--- config.mk ---
export PLATFORM = sky130hd
export DESIGN_NAME = branch_resolve
export DESIGN_NICKNAME = d
export VERILOG_FILES = /design/src/rtl/branch_pkg.sv /design/src/rtl/branch_resolve_lane_compare.sv /design/src/rtl/branch_resolve.sv
export SDC_FILE = /design/constraint.sdc
export NUM_CORES = 1
export LEC_CHECK = 0
export CAP_MARGIN = 20
export CORE_AREA = 2 2 170 172
export CTS_BUF_LIST = sky130_fd_sc_hd__clkbuf_16
export DETAILED_ROUTE_END_ITERATION = 7
export DIE_AREA = 0 0 172 174
export PLACE_DENSITY = 0.57
export SYNTH_ARGS = -nofsm -noshare
export SYNTH_HDL_FRONTEND = slang
export SYNTH_SLANG_ARGS = --single-unit
--- constraint.sdc ---
create_clock -name clk -period 6.3 [get_ports clk]
set_clock_uncertainty 0.15 [all_clocks]
set_input_delay 1.575 -clock clk [delete_from_list [all_inputs] [get_ports clk]]
set_output_delay 1.575 -clock clk [all_outputs]
set_load 0.05 [all_outputs]
--- src/rtl/branch_pkg.sv ---
// Shared opcode constants and resolver FSM states for the branch_resolve block.
package branch_pkg;

  localparam logic [3:0] OP_BNE = 4'b0001;
  localparam logic [3:0] OP_BEQ = 4'b0010;

  typedef enum logic {
    ST_IDLE  = 1'b0,
    ST_FLUSH = 1'b1
  } state_e;

endpackage

--- src/rtl/branch_resolve_lane_compare.sv ---
// Per-lane branch condition evaluator: purely combinational taken flag.
module lane_compare
  import branch_pkg::*;
#(
  parameter int DATA_WIDTH = 32
) (
  input  logic [3:0]            op,
  input  logic [DATA_WIDTH-1:0] data1,
  input  logic [DATA_WIDTH-1:0] data2,
  output logic                  taken
);

  always_comb begin
    taken = 1'b0;
    case (op)
      OP_BNE:  taken = (data1 != data2);
      OP_BEQ:  taken = (data1 == data2);
      default: taken = 1'b0;
    endcase
  end

endmodule

--- src/rtl/branch_resolve.sv ---
// Resolves an issue group of branches (predicted not-taken), redirects on the oldest
// taken lane and blocks input while the pipe flushes. BRANCH_RESOLVE_STATS_EN adds a mispredict counter.
module branch_resolve
  import branch_pkg::*;
#(
  parameter int LANES        = 4,
  parameter int DATA_WIDTH   = 32,
  parameter int ADDR_WIDTH   = 32,
  parameter int FLUSH_CYCLES = 2
) (
  input  logic                          clk,
  input  logic                          rst,
  input  logic                          in_valid,
  output logic                          in_ready,
  input  logic [LANES*4-1:0]            in_op,
  input  logic [LANES*DATA_WIDTH-1:0]   in_data1,
  input  logic [LANES*DATA_WIDTH-1:0]   in_data2,
  input  logic [LANES*ADDR_WIDTH-1:0]   in_target,
  output logic                          redirect_valid,
  output logic [ADDR_WIDTH-1:0]         redirect_pc,
  output logic [$clog2(LANES)-1:0]      redirect_lane,
  output logic [LANES-1:0]              flush_mask
`ifdef BRANCH_RESOLVE_STATS_EN
  ,
  output logic [15:0]                   mispredict_count
`endif
);

  localparam int LANE_W = $clog2(LANES);

  logic [LANES-1:0]      taken_vec;
  logic                  win_any;
  logic [LANE_W-1:0]     win_lane;
  logic [ADDR_WIDTH-1:0] win_target;
  logic                  accept;

  state_e                state_q, state_d;
  logic [3:0]            cnt_q, cnt_d;
  logic                  valid_q, valid_d;
  logic [LANE_W-1:0]     lane_q, lane_d;
  logic [ADDR_WIDTH-1:0] pc_q, pc_d;

  for (genvar gi = 0; gi < LANES; gi++) begin : g_lane
    lane_compare #(.DATA_WIDTH(DATA_WIDTH)) u_cmp (
      .op    (in_op[gi*4 +: 4]),
      .data1 (in_data1[gi*DATA_WIDTH +: DATA_WIDTH]),
      .data2 (in_data2[gi*DATA_WIDTH +: DATA_WIDTH]),
      .taken (taken_vec[gi])
    );
  end

  // Scan from youngest to oldest so the oldest taken lane is the last write.
  always_comb begin
    win_any    = 1'b0;
    win_lane   = '0;
    win_target = '0;
    for (int i = LANES - 1; i >= 0; i--) begin
      if (taken_vec[i]) begin
        win_any    = 1'b1;
        win_lane   = LANE_W'(i);
        win_target = in_target[i*ADDR_WIDTH +: ADDR_WIDTH];
      end
    end
  end

  assign in_ready       = rst || (state_q == ST_IDLE);
  assign accept         = in_valid && in_ready && !rst;
  assign redirect_valid = valid_q && !rst;
  assign redirect_pc    = redirect_valid ? pc_q : '0;
  assign redirect_lane  = redirect_valid ? lane_q : '0;

  for (genvar gi = 0; gi < LANES; gi++) begin : g_mask
    assign flush_mask[gi] = redirect_valid && (LANE_W'(gi) > lane_q);
  end

  always_comb begin
    state_d = state_q;
    cnt_d   = cnt_q;
    valid_d = 1'b0;
    lane_d  = lane_q;
    pc_d    = pc_q;
    case (state_q)
      ST_IDLE: begin
        if (redirect_valid) begin
          state_d = ST_FLUSH;
          cnt_d   = 4'(FLUSH_CYCLES);
        end
      end
      ST_FLUSH: begin
        cnt_d = cnt_q - 4'd1;
        if (cnt_q <= 4'd1) begin
          state_d = ST_IDLE;
          cnt_d   = 4'd0;
        end
      end
      default: state_d = ST_IDLE;
    endcase
    // A group arriving alongside a redirect is on the wrong path and never fires.
    if (accept) begin
      valid_d = win_any && !redirect_valid;
      lane_d  = win_lane;
      pc_d    = win_target;
    end
  end

  always_ff @(posedge clk) begin
    if (rst) begin
      state_q <= ST_IDLE;
      cnt_q   <= 4'd0;
      valid_q <= 1'b0;
      lane_q  <= '0;
      pc_q    <= '0;
    end else begin
      state_q <= state_d;
      cnt_q   <= cnt_d;
      valid_q <= valid_d;
      lane_q  <= lane_d;
      pc_q    <= pc_d;
    end
  end

`ifdef BRANCH_RESOLVE_STATS_EN
  logic [15:0] stat_q, stat_d;

  always_comb begin
    stat_d = stat_q;
    if (redirect_valid && (stat_q != 16'hFFFF)) stat_d = stat_q + 16'd1;
  end

  always_ff @(posedge clk) begin
    if (rst) stat_q <= 16'd0;
    else     stat_q <= stat_d;
  end

  assign mispredict_count = rst ? 16'd0 : stat_q;
`endif

endmodule

Word-level counts from Yosys, hierarchy flattened
Index checks and enable logic that the tools add are counted.
{ "classes": {"n_addsub": 1, "n_lt_le_gt_ge": 5, "n_eq_ne": 17, "muxes": 24, "bitwise_logic": 2, "n_reduce_logical": 12} }
{ "op_table": {"columns": ["cell", "n"], "rows": [
  ["$mux 32", 5],
  ["$eq 32x32->1", 4],
  ["$ne 32x32->1", 4],
  ["$eq 4x1->1 const B", 4],
  ["$eq 4x2->1 const B", 4],
  ["$mux 2", 5],
  ["$pmux 1 s2", 5],
  ["$logic_and 1x1->1", 8],
  ["$mux 4", 2],
  ["$pmux 4 s2", 1],
  ["$mux 1", 6],
  ["$gt 1x2->1 const A", 2],
  ["$gt 2x2->1 const A", 2],
  ["$le 4x1->1 const B", 1],
  ["$sub 4x1->4 const B", 1],
  ["$logic_not 1->1", 2],
  ["$ne 2x2->1 const B", 1],
  ["$not 1->1", 2],
  ["$reduce_or 2->1", 1],
  ["$logic_or 1x1->1", 1]
]} }
{ "totals": {"ff_bits": 40, "in_bits": 403, "out_inout_bits": 40, "wordCells": 66} }

Longest topological paths before layout
Gate-level depths: netlist of the first run.
{ "logic_depth": {"ltp_word": 7, "depth_mapped": 9, "ltp_nobuf": 8} }

By module
A second synthesis of the first run with hierarchy kept.
{ "hier_totals": {"hier_cells": 569, "area_unflattened_um2": 4415.5} }
{ "modules_own_cells": {"columns": ["module", "instances", "cells_each", "area_each_um2", "seq_area_each_um2"], "rows": [
  ["branch_resolve", 1, 385, 2819.0, 800.8],
  ["lane_compare", 4, 46, 399.1, 0.0]
]} }

Worst setup path before layout of the first run
OpenSTA, ideal clock, no wires.
{ "synth_timing": {"kind": "input port to output port", "start": "input port rst", "end": "output port flush_mask[1]", "t_arrival_ns": 2.978, "t_required_ns": 4.575, "path_slack_ns": 1.597, "cell_stages": 3, "n_path_buf": 1, "cell_sequence": "nand2b_1 -> clkbuf_1 -> nor3_1"} }
{ "synth_via": {"elab_chain_cells": 3} }
{ "synth_lines": {"columns": ["element", "line", "text"], "rows": [
  ["from (decl)", "branch_resolve.sv:12", "input logic rst,"],
  ["$logic_not 1->1", "branch_resolve.sv:68", "assign redirect_valid = valid_q && !rst;"],
  ["$logic_and 1x1->1", "branch_resolve.sv:68", null],
  ["$logic_and 1x1->1", "branch_resolve.sv:73", "assign flush_mask[gi] = redirect_valid && (LANE_W'(gi) > lane_q);"],
  ["to (decl)", "branch_resolve.sv:22", "output logic [LANES-1:0] flush_mask"]
]} }
No other way between the ends.

Final worst setup path of the first run
{ "layout_timing": {"start": "input port in_data2[90]", "end": "register pc_q[26]"} }
{ "layout_via": {"elab_chain_cells": 5, "elab_cells_between_ends": 6, "classes_between": "eq/ne: 2; mux: 4"} }
{ "layout_lines": {"columns": ["element", "line", "text"], "rows": [
  ["from (decl)", "branch_resolve.sv:17", "input logic [LANES*DATA_WIDTH-1:0] in_data2,"],
  ["$eq 32x32->1 or $ne 32x32->1 (tied branches)", "branch_resolve_lane_compare.sv:17, branch_resolve_lane_compare.sv:16", null],
  ["$pmux 1 s2 (*)", "branch_resolve_lane_compare.sv:15", "case (op)"],
  ["$mux 32 (*) (3 in a row)", "branch_resolve.sv:58", "if (taken_vec[i]) begin"],
  ["to (signal assigned)", "branch_resolve.sv:118", "pc_q <= pc_d;"],
  ["to (decl)", "branch_resolve.sv:41", "logic [ADDR_WIDTH-1:0] pc_q, pc_d;"]
]} }
Every way passes the cells marked *; elsewhere a longest branch is shown, timed or not.
A chain may end at the register's enable or synchronous reset.

==> results of run 1 <==
per-layer routing:
metal	wire, um	GRT usage [%]	vias to the layer above
met5	0	0	-
met4	257	2.87	0
met3	2620	4.74	17
met2	12600	29.0	296
met1	10600	20.0	2848
li1	-	-	3003
registers in the layout, indices dropped and copies added, names as in the netlist:
name and cells:
state_q 1, cnt_q 4, pc_q 32, lane_q 2
valid_q 1
cell families (layout without fill, tap and decap cells):
logic type                 after synthesis  after routing  share of synthesized area [%]
AOI/OAI and AO/OA                      125            125                           22.5
xor gates and xnor gates               128            128                           24.2
adders and majority gates                2              2                          0.539
buffers and inverters                  101            511                           8.87
DFF                                     40             40                           17.3
muxes                                    4              4                          0.997
other                                    1              3                         0.0808
and+or+nand+nor                        205            205                           25.6
power by group:
group / switching, uW / leakage [uW] / internal, uW
sequential: 6.83 / 0.000330 / 272
clock: 121 / 0.0000710 / 145
combinational: 161 / 0.00308 / 315
stage by stage:
step	total power (uW)	instance area, um2
final	1020	9520
after global routing	1090	9510
after CTS	1040	9510
after detailed placement	762	9370
after global placement	758	9370
after floorplan	452	4640
placed cells by master, fill, tap and decap left out, types with 7 or more instances in the layout:
cell type and n:
and3_1 32, nor4_1 40, a21oi_1 11, dfxtp_1 40, and2_1 34, inv_1 56, xnor2_1 96, o21ai_0 28
xor2_1 32, a41o_1 26, buf_4 17, nand4_1 26, clkdlybuf4s50_1 429, nor2_1 47, o31ai_1 7, o41a_1 26
worst max-delay path: cells and delay by family:
kind | cells | cell delay (ps)
and+or+nand+nor | 3 | 1310
AOI/OAI and AO/OA | 3 | 1260
xor gates and xnor gates | 1 | 340
buffers and inverters | 1 | 420
final timing paths:
path / from / end / slack [ps] / depth (start not counted)
min: cnt_q[2]$_SDFFE_PP0P_ / cnt_q[2]$_SDFFE_PP0P_ / 360 / 2
max reg2reg: state_q$_SDFF_PP0_ / pc_q[26]$_SDFFE_PP0P_ / 3980 / 4
min reg2reg: cnt_q[2]$_SDFFE_PP0P_ / cnt_q[2]$_SDFFE_PP0P_ / 360 / 2
max: in_data2[90] / pc_q[26]$_SDFFE_PP0P_ / 1390 / 8
area by class of cell:
cell class	instances	area share [%]
Antenna cell	2	0.0526
Clock buffer	5	1.31
Clock inverter	3	0.145
Inverter	56	2.21
Multi-Input combinational cell	465	36.3
Sequential cell	40	8.42
Tap cell	384	5.05
Timing Repair Buffer	447	46.5
==> impl_metrics.csv, run 1 <==
group,metric,value,unit
placement,place_inst,1392,
route,drtAntennaViolNets,0,
synth,cell_area_after_synthesis,4640,um2
final_layout,final.fill_count,3043,
worst_setup_path,critPathRequiredTime,6320,ps
cts,htreeDepth,2,
job,drv_cap,0,
synth,postSynthRegisterBits,40,
synth,synth_top_cells_by_count,"96 x xnor2_1, 56 x inv_1, 47 x nor2_1",
placement,portBuffers,441,
timing,final_max_slew_viol_count,0,
power,pwr_density_cell,107,nW/um2
synth,yosys.cell_count.top_type,"xnor2_1",
global_route,vias_in_the_first_global_route,6358,
timing,layout_min_cycle_time,4910,ps
cts,clock_insertion_delay_worst_skew,290,ps
cts,post_cts_buffers,0,
global_route,maximum_number_of_pins_on_one_net_before_global_route_repair,60,
cts,postCtsHoldBufs,0,
synth,post_synthesis_cell_type_count,49,
worst_setup_path,worst-path-max-fanout,34,
hold_path,hold_class,"reg2reg",
cts,clock_sink_count,40,
floorplanning,die-area,29900,um2
floorplanning,die-height,174,um
route,firstDrtPassIters,5,
route,detailedRoute.firstIterationViolations,239,
status,status,"complete, no violations",
timing,fin_crit_share,78.0,%
timing,rsz_0062_raised_after_global_routing,"no",
route,route.final.wire_length,26.0,mm
synth,synth_flop_cell,"dfxtp_1",
worst_setup_path,timing_worst_setup_path_type,"in2reg",
timing,fin_hold_ws,359,ps
final_layout,post-route-util,33.7,%
global_route,grt_overflow,0,
cts,count_of_instances_resized_after_the_clock_tree_is_built,0,
cts,clock_tree.root_cell,"clkbuf_16",
global_route,antenna_found_initial,2,
worst_setup_path,end_kind,"register",
synth,netlist.top_cell.by_area,"xnor2_1",
worst_setup_path,critPathMaxStageDelay,630,ps
synth,synth_warn,0,
route,routed_via_density,4.40,
global_route,first_pass_grt_wire_length,37.3,mm
cts,clock_tree_from_tritoncts,"yes",
floorplanning,initial_core_util,16.4,%
floorplanning,fp.dieW,172,um
synth,ys_top_cells_by_area,"xnor2_1 18%, dfxtp_1 17%, o41a_1 6.3%",
cts,cts_made_buffers,5,
final_layout,num-nets-final,1420,
timing,fmax,204,MHz
final_layout,ff_latch_area,801,um2
placement,hpwlAfterDp,21.0,mm
placement,routabilityCongestion,0.920,
timing,totalNegativeSetupSlack,0,ps
synth,cell_count_after_synthesis,606,
final_layout,post_route_cells_drive_above_1_share,3.74,%
power,static-leakage-power,0.00348,uW
synth,number_of_flops_mapped_to_enable_cells_by_yosys,0,
final_layout,syn_to_final_growth,105,%
worst_setup_path,crit_chain,"clkdlybuf4s50_1 -> xnor2_1 -> nand4_1 -> nor4_2 -> a21o_2 -> nand2_2 -> a41o_1 -> o41a_1",
worst_setup_path,cp.arrival,4930,ps
timing,slew-limit-headroom,29.4,%
global_route,grt_usage,16.5,%
worst_setup_path,crit_path_start_kind,"primary input",
route,drc_errors,0,
timing,final_number_of_hold_violating_endpoints,0,
route,num_vias,6164,
synth,async_reset_ff_share,0,%
synth,yosys.area.top_type_share,18.1,%
power,ir_worst_vdd,0.0883,mV
floorplanning,num_io_pins,443,
cts,clk_pin_slew,60,ps
final_layout,fin_cells,1402,
cts,clock_tree.buffer_depth,2,
placement,dp_slack,1010,ps
synth,synthesized_net_count,1011,
floorplanning,fp.coreArea,28200,um2
route,detail_route.wl_per_cell,18.6,um
timing,finalSetupViolations,0,
synth,syn_area_per_cell,7.66,um2
floorplanning,row_count,62,
timing,setup_ws,1390,ps
timing,least_margin_pin_slew,1040,ps
synth,synth_sequential_area_ratio,17.3,%
worst_setup_path,worst_path_max_delay_cell,"nor4_2",
final_layout,multi_input_comb_area,3450,um2
Power figures use the tool's default switching activity.
==> inputs of run 2 (changes only) <==
Settings changed: CORE_AREA 2 2 170 172 to 2 2 171 173, DIE_AREA 0 0 172 174 to 0 0 173 175, PLACE_DENSITY 0.57 to 0.59.
Clock period 6.3 ns to 4.43 ns, I/O delays scaled along.
==> run 2 against run 1 <==
Effect of this change: total power rose by 42%; first-iteration DRC count grew 24%; wire length shrank 4.0%; final cell count is 0.21% higher; count of clock-buffer cells in the layout is the same; highest routed layer unchanged; via count shrank 0.37%; combinational power grew 44%.
==> impl_metrics.csv, run 2 (synthesized netlist as in run 1, its figures left out) <==
group,metric,value,unit
status,status,"complete, no violations",
power,ir_worst_vdd,0.119,mV
timing,final_number_of_hold_violating_endpoints,0,
power,pwr_density_cell,150,nW/um2
worst_setup_path,critPathRequiredTime,3170,ps
final_layout,antennaDiodeCount,0,
cts,clk_pin_slew,60,ps
route,num_vias,6141,
timing,fin_hold_ws,342,ps
cts,clock_tree.root_cell,"clkbuf_16",
worst_setup_path,cp.buffers_inverters,3,
floorplanning,row_count,62,
timing,fmax,261,MHz
placement,post_detailed_placement_cell_area,9540,um2
floorplanning,initial_core_util,16.3,%
route,detailedRoute.firstIterationViolations,296,
route,route.final.wire_length,25.0,mm
cts,clock_sink_count,40,
global_route,maximum_number_of_pins_on_one_net_before_global_route_repair,61,
route,firstDrtPassIters,4,
cts,clock_tree_from_tritoncts,"yes",
timing,rsz_0062_raised_after_global_routing,"no",
power,static-leakage-power,0.00362,uW
worst_setup_path,timing_worst_setup_path_type,"in2out",
final_layout,num-nets-final,1426,
worst_setup_path,crit_path_start_kind,"primary input",
cts,cts_made_buffers,5,
route,detail_route.wl_per_cell,17.8,um
worst_setup_path,crit_chain,"clkdlybuf4s50_1 -> nand2b_1 -> buf_4 -> nor2_1 -> buf_12",
global_route,antenna_found_initial,0,
timing,fin_crit_share,86.4,%
final_layout,regMostFlops,"pc_q",
worst_setup_path,end_kind,"primary output",
cts,count_of_instances_resized_after_the_clock_tree_is_built,0,
timing,totalNegativeSetupSlack,0,ps
floorplanning,fp.dieW,173,um
timing,slew-limit-headroom,52.4,%
final_layout,syn_to_final_growth,108,%
global_route,grtUsageMet1,19.8,%
cts,htreeDepth,2,
worst_setup_path,critPathMaxStageDelay,470,ps
global_route,grt_overflow,0,
floorplanning,fp.coreArea,28400,um2
final_layout,post_route_cells_drive_above_1_share,6.86,%
route,drtAntennaViolNets,0,
global_route,vias_in_the_first_global_route,6449,
route,routed_via_density,4.37,
cts,postCtsHoldBufs,0,
final_layout,most_common_cell_after_layout_fill_and_taps_aside,"clkdlybuf4s50_1",
cts,clock_tree.buffer_depth,2,
placement,hpwlAfterDp,20.5,mm
final_layout,final.fill_count,3007,
worst_setup_path,worst_path_max_delay_cell,"clkdlybuf4s50_1",
timing,layout_min_cycle_time,3830,ps
final_layout,postLayoutCellArea,9670,um2
timing,finalSetupViolations,0,
global_route,grtUsageMet2,27.1,%
hold_path,hold_class,"reg2reg",
final_layout,registers_with_the_most_flip_flops,"pc_q (32), cnt_q (4), lane_q (2)",
floorplanning,die-height,175,um
placement,routabilityCongestion,0.912,
cts,post_cts_buffers,0,
timing,least_margin_pin_slew,699,ps
global_route,grt_use_met3,4.63,%
worst_setup_path,cp.arrival,2570,ps
timing,final_max_slew_viol_count,0,
cts,clock_insertion_delay_worst_skew,290,ps
global_route,grt_busiest_layer,"met2",
global_route,grt_usage,15.8,%
final_layout,final_cell_mix,"402 x clkdlybuf4s50_1, 96 x xnor2_1, 57 x inv_1",
global_route,first_pass_grt_wire_length,37.4,mm
worst_setup_path,path_delay_family,"buffers and inverters",
floorplanning,die-area,30300,um2
placement,portBuffers,441,
worst_setup_path,worst-path-max-fanout,21,
floorplanning,num_io_pins,443,
job,drv_cap,0,
final_layout,largest_reg_flops,32,
route,drc_errors,0,
## run 2: area by class of cell
cell class	count	area (um2)	area share [%]
tap	384	480	4.97
multi-input combinational	465	3450	35.7
inverter	56	210	2.17
clock buffer	5	125	1.29
sequential	40	801	8.28
timing repair buffer	453	4590	47.5
clock inverter	2	8.76	0.0905
## run 2: per-stage QoR
step | util [%] | power, uW | setup WS (ps) | instances
2_1_floorplan | - | 643 | 662 | 606
3_3_place_gp | 33.6 | 1080 | 309 | 1398
3_5_place_dp | 33.6 | 1090 | 285 | 1398
4_1_cts | 34.1 | 1470 | 582 | 1405
5_1_grt | 34.1 | 1530 | 479 | 1405
6_report | 34.1 | 1450 | 602 | 1405
## run 2: path summary, 6_finish.rpt
path | startpoint | to | slack [ps] | depth (start not counted)
worst max-delay path | rst | redirect_pc[18] | 600 | 5
worst min-delay path | valid_q$_SDFF_PP0_ | valid_q$_SDFF_PP0_ | 340 | 1
worst min register to register | valid_q$_SDFF_PP0_ | valid_q$_SDFF_PP0_ | 340 | 1
worst max register to register | state_q$_SDFF_PP0_ | pc_q[20]$_SDFFE_PP0P_ | 2360 | 4
## run 2: layer usage
layer,up-vias,part of all wire (%)
li1,3014,-
met1,2817,43
met2,286,48
met3,24,8.1
met4,0,1.2
met5,-,0
## run 2: power by group
part	switching, uW	leakage [uW]	internal (uW)	total (uW)
clock	159	0.0000709	203	363
sequential	9.38	0.000330	388	397
combinational	231	0.00322	456	687
total	400	0.00362	1050	1450
